--- config.mk ---
export PLATFORM = sky130hd
export DESIGN_NAME = mips_cpu_control_fsm_flat
export DESIGN_NICKNAME = d
export VERILOG_FILES = /design/src/rtl/mips_cpu_pkg.sv /design/src/rtl/mips_cpu_control_fsm_if.sv /design/src/rtl/mips_cpu_instr_class.sv /design/src/rtl/mips_cpu_control_fsm.sv /design/src/flat_wrapper.sv
export SDC_FILE = /design/constraint.sdc
export NUM_CORES = 1
export LEC_CHECK = 0
export ABC_AREA = 0
export BUFFER_PORTS_ARGS = -buffer_cell sky130_fd_sc_hd__buf_2
export CAP_MARGIN = 25
export CELL_PAD_IN_SITES_DETAIL_PLACEMENT = 1
export CELL_PAD_IN_SITES_GLOBAL_PLACEMENT = 1
export CORE_MARGIN = 2
export CORE_UTILIZATION = 32
export DETAILED_ROUTE_END_ITERATION = 10
export PLACE_DENSITY_LB_ADDON = 0.1
export SLEW_MARGIN = 20
export SYNTH_ARGS = -nofsm -noshare
export SYNTH_HDL_FRONTEND = slang
export SYNTH_SLANG_ARGS = --single-unit
export TNS_END_PERCENT = 10
--- constraint.sdc ---
create_clock -name clk -period 2 [get_ports clk]
set_input_delay 0.3 -clock clk [delete_from_list [all_inputs] [get_ports clk]]
set_output_delay 0.3 -clock clk [all_outputs]
set_load 0.005 [all_outputs]
--- src/rtl/mips_cpu_pkg.sv ---
// Shared MIPS encodings and control-FSM types used by the decoder and the
// multi-cycle control sequencer.
package mips_cpu_pkg;

    typedef enum logic [5:0] {
        OP_SPECIAL = 6'h00, OP_REGIMM = 6'h01, OP_J     = 6'h02, OP_JAL   = 6'h03,
        OP_BEQ     = 6'h04, OP_BNE    = 6'h05, OP_BLEZ  = 6'h06, OP_BGTZ  = 6'h07,
        OP_ADDI    = 6'h08, OP_ADDIU  = 6'h09, OP_SLTI  = 6'h0a, OP_SLTIU = 6'h0b,
        OP_ANDI    = 6'h0c, OP_ORI    = 6'h0d, OP_XORI  = 6'h0e, OP_LUI   = 6'h0f,
        OP_LB      = 6'h20, OP_LH     = 6'h21, OP_LWL   = 6'h22, OP_LW    = 6'h23,
        OP_LBU     = 6'h24, OP_LHU    = 6'h25, OP_LWR   = 6'h26,
        OP_SB      = 6'h28, OP_SH     = 6'h29, OP_SWL   = 6'h2a, OP_SW    = 6'h2b,
        OP_SWR     = 6'h2e
    } opcode_e;

    typedef enum logic [5:0] {
        F_SLL  = 6'h00, F_SRL  = 6'h02, F_SRA  = 6'h03, F_SLLV  = 6'h04,
        F_SRLV = 6'h06, F_SRAV = 6'h07, F_JR   = 6'h08, F_JALR  = 6'h09,
        F_MFHI = 6'h10, F_MTHI = 6'h11, F_MFLO = 6'h12, F_MTLO  = 6'h13,
        F_MULT = 6'h18, F_MULTU = 6'h19, F_DIV = 6'h1a, F_DIVU  = 6'h1b,
        F_ADD  = 6'h20, F_ADDU = 6'h21, F_SUB  = 6'h22, F_SUBU  = 6'h23,
        F_AND  = 6'h24, F_OR   = 6'h25, F_XOR  = 6'h26, F_NOR   = 6'h27,
        F_SLT  = 6'h2a, F_SLTU = 6'h2b
    } funct_e;

    typedef enum logic [4:0] {
        RT_BLTZ = 5'h00, RT_BGEZ = 5'h01, RT_BLTZAL = 5'h10, RT_BGEZAL = 5'h11
    } regimm_e;

    typedef enum logic [2:0] {
        FETCH       = 3'd0,
        EXEC        = 3'd1,
        MEM         = 3'd2,
        MULDIV_WAIT = 3'd3,
        WB          = 3'd4,
        HALTED      = 3'd5
    } state_e;

    localparam logic PC_SRC_PC4 = 1'b0;
    localparam logic PC_SRC_TGT = 1'b1;

endpackage

--- src/rtl/mips_cpu_control_fsm_if.sv ---
// Memory-side bus of the control sequencer: instruction/readdata in, strobes out.
interface mips_cpu_control_fsm_if;
    // A strobe (mem_read_o / mem_write_o) is the request; it stays high until a
    // cycle in which mem_waitrequest_i is low, and that cycle completes the transfer.
    logic [31:0] instr_i;
    logic        mem_waitrequest_i;
    logic        mem_read_o;
    logic        mem_write_o;
    logic        instr_fetch_o;

    modport master (
        input  instr_i, mem_waitrequest_i,
        output mem_read_o, mem_write_o, instr_fetch_o
    );

    modport slave (
        output instr_i, mem_waitrequest_i,
        input  mem_read_o, mem_write_o, instr_fetch_o
    );
endinterface

--- src/rtl/mips_cpu_instr_class.sv ---
// Combinational instruction classifier: sorts an instruction word into the
// groups the control FSM sequences differently.
module mips_cpu_instr_class
    import mips_cpu_pkg::*;
(
    input  logic [31:0] instr_i,
    output logic        is_load,
    output logic        is_store,
    output logic        is_branch,
    output logic        is_jump,
    output logic        is_jr,
    output logic        is_muldiv,
    output logic        is_div,
    output logic        writes_gpr,
    output logic        is_link,
    output logic        illegal
);

    // rs/rt/rd/shamt only matter to the datapath.
    logic unused_fields;
    assign unused_fields = ^{instr_i[25:21], instr_i[15:6]};

    always_comb begin
        is_load    = 1'b0;
        is_store   = 1'b0;
        is_branch  = 1'b0;
        is_jump    = 1'b0;
        is_jr      = 1'b0;
        is_muldiv  = 1'b0;
        is_div     = 1'b0;
        writes_gpr = 1'b0;
        is_link    = 1'b0;
        illegal    = 1'b0;
        case (instr_i[31:26])
            OP_SPECIAL: begin
                case (instr_i[5:0])
                    F_SLL, F_SRL, F_SRA, F_SLLV, F_SRLV, F_SRAV,
                    F_ADD, F_ADDU, F_SUB, F_SUBU, F_AND, F_OR, F_XOR, F_NOR,
                    F_SLT, F_SLTU, F_MFHI, F_MFLO: writes_gpr = 1'b1;
                    F_JR: begin
                        is_jump = 1'b1;
                        is_jr   = 1'b1;
                    end
                    F_JALR: begin
                        is_jump = 1'b1;
                        is_jr   = 1'b1;
                        is_link = 1'b1;
                    end
                    F_MULT, F_MULTU, F_MTHI, F_MTLO: is_muldiv = 1'b1;
                    F_DIV, F_DIVU: begin
                        is_muldiv = 1'b1;
                        is_div    = 1'b1;
                    end
                    default: illegal = 1'b1;
                endcase
            end
            OP_REGIMM: begin
                case (instr_i[20:16])
                    RT_BLTZ, RT_BGEZ: is_branch = 1'b1;
                    RT_BLTZAL, RT_BGEZAL: begin
                        is_branch = 1'b1;
                        is_link   = 1'b1;
                    end
                    default: illegal = 1'b1;
                endcase
            end
            OP_J:   is_jump = 1'b1;
            OP_JAL: begin
                is_jump = 1'b1;
                is_link = 1'b1;
            end
            OP_BEQ, OP_BNE, OP_BLEZ, OP_BGTZ: is_branch = 1'b1;
            OP_ADDI, OP_ADDIU, OP_SLTI, OP_SLTIU,
            OP_ANDI, OP_ORI, OP_XORI, OP_LUI: writes_gpr = 1'b1;
            OP_LB, OP_LH, OP_LWL, OP_LW, OP_LBU, OP_LHU, OP_LWR: begin
                is_load    = 1'b1;
                writes_gpr = 1'b1;
            end
            OP_SB, OP_SH, OP_SWL, OP_SW, OP_SWR: is_store = 1'b1;
            default: illegal = 1'b1;
        endcase
    end

endmodule

--- src/rtl/mips_cpu_control_fsm.sv ---
// Multi-cycle control sequencer: steps each instruction through
// FETCH/EXEC/MEM/MULDIV_WAIT/WB and drives strobes and write enables.
module mips_cpu_control_fsm
    import mips_cpu_pkg::*;
#(
    parameter int DELAY_SLOT = 1,
    parameter int MULT_LAT   = 4,
    parameter int DIV_LAT    = 32
) (
    input  logic                          clk,
    input  logic                          rst_n,
    mips_cpu_control_fsm_if.master        bus,
    input  logic                          alu_cond_i,
    input  logic                          jr_target_zero_i,
    output logic                          ir_load_o,
    output logic                          tgt_we_o,
    output logic                          pc_we_o,
    output logic                          pc_src_o,
    output logic                          reg_write_o,
    output logic                          spc_reg_write_o,
    output logic                          active_o,
    output logic                          illegal_o,
    output logic [2:0]                    state_o
);

    localparam int MAX_LAT = (MULT_LAT > DIV_LAT) ? MULT_LAT : DIV_LAT;
    localparam int CNT_W   = (MAX_LAT > 2) ? $clog2(MAX_LAT) : 1;
    localparam logic [CNT_W-1:0] MULT_M1 = CNT_W'(MULT_LAT - 1);
    localparam logic [CNT_W-1:0] DIV_M1  = CNT_W'(DIV_LAT - 1);
    localparam logic [CNT_W-1:0] CNT_ONE = CNT_W'(1);

    logic is_load, is_store, is_branch, is_jump, is_jr;
    logic is_muldiv, is_div, writes_gpr, is_link, illegal;

    mips_cpu_instr_class u_class (
        .instr_i    (bus.instr_i),
        .is_load    (is_load),
        .is_store   (is_store),
        .is_branch  (is_branch),
        .is_jump    (is_jump),
        .is_jr      (is_jr),
        .is_muldiv  (is_muldiv),
        .is_div     (is_div),
        .writes_gpr (writes_gpr),
        .is_link    (is_link),
        .illegal    (illegal)
    );

    state_e           state_q, state_d;
    logic             arm_q, arm_d;
    logic             in_slot_q, in_slot_d;
    logic             halt_q, halt_d;
    logic             ill_q, ill_d;
    logic [CNT_W-1:0] cnt_q, cnt_d;

    logic mem_read, mem_write, instr_fetch;
    logic redirect;
    logic [CNT_W-1:0] lat_m1;

    assign redirect = (is_branch & alu_cond_i) | is_jump;
    assign lat_m1   = is_div ? DIV_M1 : MULT_M1;

    always_ff @(posedge clk or negedge rst_n) begin
        if (!rst_n) begin
            state_q   <= FETCH;
            arm_q     <= 1'b0;
            in_slot_q <= 1'b0;
            halt_q    <= 1'b0;
            ill_q     <= 1'b0;
            cnt_q     <= '0;
        end else begin
            state_q   <= state_d;
            arm_q     <= arm_d;
            in_slot_q <= in_slot_d;
            halt_q    <= halt_d;
            ill_q     <= ill_d;
            cnt_q     <= cnt_d;
        end
    end

    always_comb begin
        state_d         = state_q;
        arm_d           = arm_q;
        in_slot_d       = in_slot_q;
        halt_d          = halt_q;
        ill_d           = ill_q;
        cnt_d           = cnt_q;
        mem_read        = 1'b0;
        mem_write       = 1'b0;
        instr_fetch     = 1'b0;
        ir_load_o       = 1'b0;
        tgt_we_o        = 1'b0;
        pc_we_o         = 1'b0;
        pc_src_o        = PC_SRC_PC4;
        reg_write_o     = 1'b0;
        spc_reg_write_o = 1'b0;
        case (state_q)
            FETCH: begin
                mem_read    = 1'b1;
                instr_fetch = 1'b1;
                if (!bus.mem_waitrequest_i) begin
                    ir_load_o = 1'b1;
                    state_d   = EXEC;
                end
            end
            EXEC: begin
                // A control transfer sitting in a delay slot is dropped entirely.
                if (redirect && !in_slot_q) begin
                    tgt_we_o = 1'b1;
                    arm_d    = 1'b1;
                    if (is_jr && jr_target_zero_i) halt_d = 1'b1;
                end
                if (illegal) ill_d = 1'b1;
                if (is_load || is_store) begin
                    state_d = MEM;
                end else if (is_muldiv) begin
                    cnt_d   = lat_m1;
                    state_d = (lat_m1 == '0) ? WB : MULDIV_WAIT;
                end else begin
                    state_d = WB;
                end
            end
            MEM: begin
                mem_read  = is_load;
                mem_write = is_store;
                if (!bus.mem_waitrequest_i) state_d = WB;
            end
            MULDIV_WAIT: begin
                cnt_d = cnt_q - CNT_ONE;
                if (cnt_q <= CNT_ONE) state_d = WB;
            end
            WB: begin
                reg_write_o     = writes_gpr | is_link;
                spc_reg_write_o = is_muldiv;
                pc_we_o         = 1'b1;
                arm_d           = 1'b0;
                if (DELAY_SLOT != 0) begin
                    pc_src_o  = in_slot_q;
                    in_slot_d = arm_q;
                    state_d   = (in_slot_q && halt_q) ? HALTED : FETCH;
                end else begin
                    pc_src_o = arm_q;
                    state_d  = halt_q ? HALTED : FETCH;
                end
            end
            HALTED: ;
            default: state_d = FETCH;
        endcase
        // Reset parks the state in FETCH; keep its strobes quiet until release.
        if (!rst_n) begin
            mem_read        = 1'b0;
            mem_write       = 1'b0;
            instr_fetch     = 1'b0;
            ir_load_o       = 1'b0;
            tgt_we_o        = 1'b0;
            pc_we_o         = 1'b0;
            pc_src_o        = PC_SRC_PC4;
            reg_write_o     = 1'b0;
            spc_reg_write_o = 1'b0;
        end
    end

    assign bus.mem_read_o    = mem_read;
    assign bus.mem_write_o   = mem_write;
    assign bus.instr_fetch_o = instr_fetch;
    assign active_o          = (state_q != HALTED);
    assign illegal_o         = ill_q;
    assign state_o           = state_q;

endmodule

--- src/flat_wrapper.sv ---
// flat-port wrapper written by rule: the top's interface ports become plain ports
module mips_cpu_control_fsm_flat import mips_cpu_pkg::*;
#(
    parameter int DELAY_SLOT = 1,
    parameter int MULT_LAT   = 4,
    parameter int DIV_LAT    = 32
)
  (clk, rst_n, alu_cond_i, jr_target_zero_i, ir_load_o, tgt_we_o, pc_we_o, pc_src_o, reg_write_o, spc_reg_write_o, active_o, illegal_o, state_o, bus_instr_i, bus_mem_waitrequest_i, bus_mem_read_o, bus_mem_write_o, bus_instr_fetch_o);
  mips_cpu_control_fsm_if bus_i ();
  input  logic clk;
  input  logic rst_n;
  input  logic alu_cond_i;
  input  logic jr_target_zero_i;
  output logic ir_load_o;
  output logic tgt_we_o;
  output logic pc_we_o;
  output logic pc_src_o;
  output logic reg_write_o;
  output logic spc_reg_write_o;
  output logic active_o;
  output logic illegal_o;
  output logic [2:0] state_o;
  input wire logic [$bits(bus_i.instr_i)-1:0] bus_instr_i;
  input wire logic [$bits(bus_i.mem_waitrequest_i)-1:0] bus_mem_waitrequest_i;
  output wire logic [$bits(bus_i.mem_read_o)-1:0] bus_mem_read_o;
  output wire logic [$bits(bus_i.mem_write_o)-1:0] bus_mem_write_o;
  output wire logic [$bits(bus_i.instr_fetch_o)-1:0] bus_instr_fetch_o;
  assign bus_i.instr_i = bus_instr_i;
  assign bus_i.mem_waitrequest_i = bus_mem_waitrequest_i;
  assign bus_mem_read_o = bus_i.mem_read_o;
  assign bus_mem_write_o = bus_i.mem_write_o;
  assign bus_instr_fetch_o = bus_i.instr_fetch_o;
  mips_cpu_control_fsm #(.DELAY_SLOT(DELAY_SLOT), .MULT_LAT(MULT_LAT), .DIV_LAT(DIV_LAT)) u_core (.clk(clk), .rst_n(rst_n), .bus(bus_i), .alu_cond_i(alu_cond_i), .jr_target_zero_i(jr_target_zero_i), .ir_load_o(ir_load_o), .tgt_we_o(tgt_we_o), .pc_we_o(pc_we_o), .pc_src_o(pc_src_o), .reg_write_o(reg_write_o), .spc_reg_write_o(spc_reg_write_o), .active_o(active_o), .illegal_o(illegal_o), .state_o(state_o));
endmodule
==> flow_summary.json <==
{
  "drt-met1-wl_mm": 1.51,
  "timing.fmax_mhz": 517,
  "grt_pass1_wl_mm": 5.91,
  "synth_common_cells": "13 x nor2_1, 12 x dfrtp_1, 11 x a21oi_1",
  "dr_wl_met3_um": 105,
  "irDropWorstVdd_v": 0.000260,
  "htreeDepth": 1,
  "syn_avg_cell_area_um2": 8.21,
  "ctsLongestPathBuffers": 2,
  "powerDensity_nw_per_um2": 805,
  "die_w_um": 62.4,
  "gp_congestion": 0.751,
  "nets": 222,
  "yosysMostFrequentCell": "nor2_1",
  "syn_inst": 133,
  "synth_area_leaders": "dfrtp_1 27%, a21oi_1 5.0%, nor2_1 4.5%",
  "crit_top_cell": "buf_2",
  "worstSetupEndpointType": "output pin",
  "syn-cell-area_um2": 1090,
  "drc": 0,
  "synth_ff_type": "dfrtp_1",
  "power.total_mw": 1.18,
  "cellInternalPower_uw": 667,
  "antenna_cells": 0,
  "fin_crit_ns": 1.93,
  "ys_ff_latch": 12,
  "drive_gt1_share_pct": 39.2,
  "max_slew_margin_pct": 75.8,
  "worstMarginPinSlew_ns": 0.361,
  "clock_skew_ns": 0.00417,
  "register_area_um2": 302,
  "hold_class": "in -> reg",
  "finalSetupViolCount": 0,
  "gr-total-overflow": 0,
  "fin_crit_sh_pct": 96.6,
  "maxSlewViolCount": 0,
  "dr.pass1.iters": 4,
  "pwr-share-clk_pct": 13.1,
  "synth-async-reset-ratio_pct": 100,
  "synth_edf_count": 0,
  "num_rows": 21,
  "hold_slack_ns": 0.353,
  "grt_max_degree": 17,
  "critPathMaxStageDelay_ns": 0.58,
  "cts_tree": "yes",
  "min-delay-start": "alu_cond_i",
  "clk_pin_slew_ns": 0.08,
  "dieArea_um2": 3900,
  "rsz0062_at_grt": "no",
  "vias": 1203,
  "power_frac_seq_pct": 33.7,
  "cellLeakagePower_nw": 0.661,
  "crit_chain": "buf_2 > or4_4 > nor4b_4 > and3_2 > buf_2",
  "yosysSeqAreaShare_pct": 27.5,
  "worstSetupPathType": "in -> out",
  "status": "finished, final reports clean",
  "fin_setup_tns_ns": 0,
  "cts.sinks": 12,
  "insertion_delay_ns": 0.27,
  "drt-initial-drc-count": 48,
  "p_comb_share_pct": 53.2,
  "cpMaxStageDelayCell": "or4_4",
  "fill_cells": 448,
  "wl_mm": 3.35,
  "die_h_um": 62.4,
  "synth_top_cell_by_area": "dfrtp_1",
  "synth_top_area_share_pct": 27.5,
  "ys_types": 51,
  "yosys_warnings": 0,
  "hold_violations": 0,
  "root_buffer": "clkbuf_4",
  "antenna_left": 0,
  "drt-wirelength-per-cell_um": 14.7,
  "cp.required_ns": 1.70,
  "highest_layer": "met4",
  "final_cells": 227,
  "regToRegSetupSlack_ns": 0.42,
  "start_util_pct": 33.0,
  "grt_use_total_pct": 18.4,
  "syn2layout_area_growth_pct": 34.2,
  "cts_buffers": 3,
  "dp_cells": 222,
  "routed_via_density": 5.30,
  "rr_startpoint": "u_core.state_o[1]",
  "arrival_ns": 1.63,
  "grt_antenna_before_repair": 0,
  "worstSetupStartpointType": "primary input",
  "route.met2.wl_mm": 1.70,
  "synth_fp_nets": 172,
  "hpwl_mm": 2.72,
  "startpoint": "bus_instr_i[28]",
  "port_buffers": 34,
  "core-area_um2": 3310,
  "maxCapViolCount": 0,
  "switchingPower_uw": 513,
  "io_pins": 51,
  "multi_input_area_um2": 744,
  "post_cts_buffers": 0,
  "cp_max_fo": 5,
  "first_global_vias": 1264,
  "sw_frac_of_total_pct": 43.5
}
## metal layers
layer / up-vias / global-route usage (%)
li1: 605 / -
met1: 575 / 22.5
met2: 21 / 32.9
met3: 2 / 2.70
met4: 0 / 5.83
met5: - / 0
## worst max-delay path, delay by kind of cell
family	cells	cell delay (ns)
simple gates	3	1.12
buf+inv	2	0.21
## sequential cells by signal, summed over array words and instances, names as in the netlist
register,cells
u_core.cnt_q,5
u_core.illegal_o,1
u_core.arm_q,1
u_core.halt_q,1
u_core.state_o,3
u_core.in_slot_q,1
## cell type report
class / instances / area share, %
Multi-Input combinational cell: 106 / 50.8
Timing Repair Buffer: 52 / 21.2
Clock buffer: 3 / 1.54
Sequential cell: 12 / 20.6
Inverter: 8 / 2.05
Tap cell: 46 / 3.92
## cell families after synthesis
kind of cell	Yosys count	share of synthesized area, %
DFF	12	27.5
adders and majority gates	2	2.29
and+or+nand+nor	57	32.8
muxes	2	2.06
AOI/OAI and AO/OA	45	28.1
buffers and inverters	15	7.33
## power groups by stage
stage	clock, mW	sequential, mW	combinational [mW]
finish	0.155	0.398	0.627
global route	0.170	0.414	0.707
CTS	0.162	0.389	0.609
detailed placement	0	0.389	0.590
global placement	0	0.385	0.568
floorplan	0	0.375	0.358
## path summary, 6_finish.rpt
| kind | cells after the start | to |
|---|---|---|
| max | 5 | spc_reg_write_o |
| min | 3 | u_core.arm_q |
| max reg2reg | 5 | u_core.cnt_q[2] |
| min reg2reg | 1 | u_core.halt_q |
| max in group asynchronous | 3 | u_core.state_o[2] |
| min in group asynchronous | 3 | u_core.halt_q |
## stage by stage
step | setup WS (ns) | util (%) | instance area, um^2
after CTS | 0.00731 | 43.6 | 1440
after global routing | 0.00677 | 44.3 | 1470
after floorplan | 0.179 | - | 1090
final | 0.0670 | 44.3 | 1470
after global placement | -0.0152 | 42.0 | 1390
after detailed placement | 0.0137 | 42.0 | 1390
## layout by cell type, fill, tap and decap left out, types with 2 or more instances in the layout
master and instances:
buf_2 34, buf_4 16, nor2_1 13, a21oi_1 11
dfrtp_1 11, inv_1 8, nand2_1 8, o21ai_0 7
a31oi_1 5, nor3_1 5, o22ai_1 4, nand3_1 3
nand2b_1 3, o31ai_1 3, clkbuf_4 3, and3_2 2
and3_1 2, nor3b_1 2, nor4_1 2, nor4_4 2
mux2_2 2, ha_1 2, dlygate4sd3_1 2
## what timing repair did
item	4_1_cts	5_1_grt
gates resized for setup	2	5
setup endpoints to repair	4	2
pin swaps	0	0
endpoints found under the hold margin	7	0
hold buffers	2	0
Note: power is estimated with default switching activity, not from simulation.
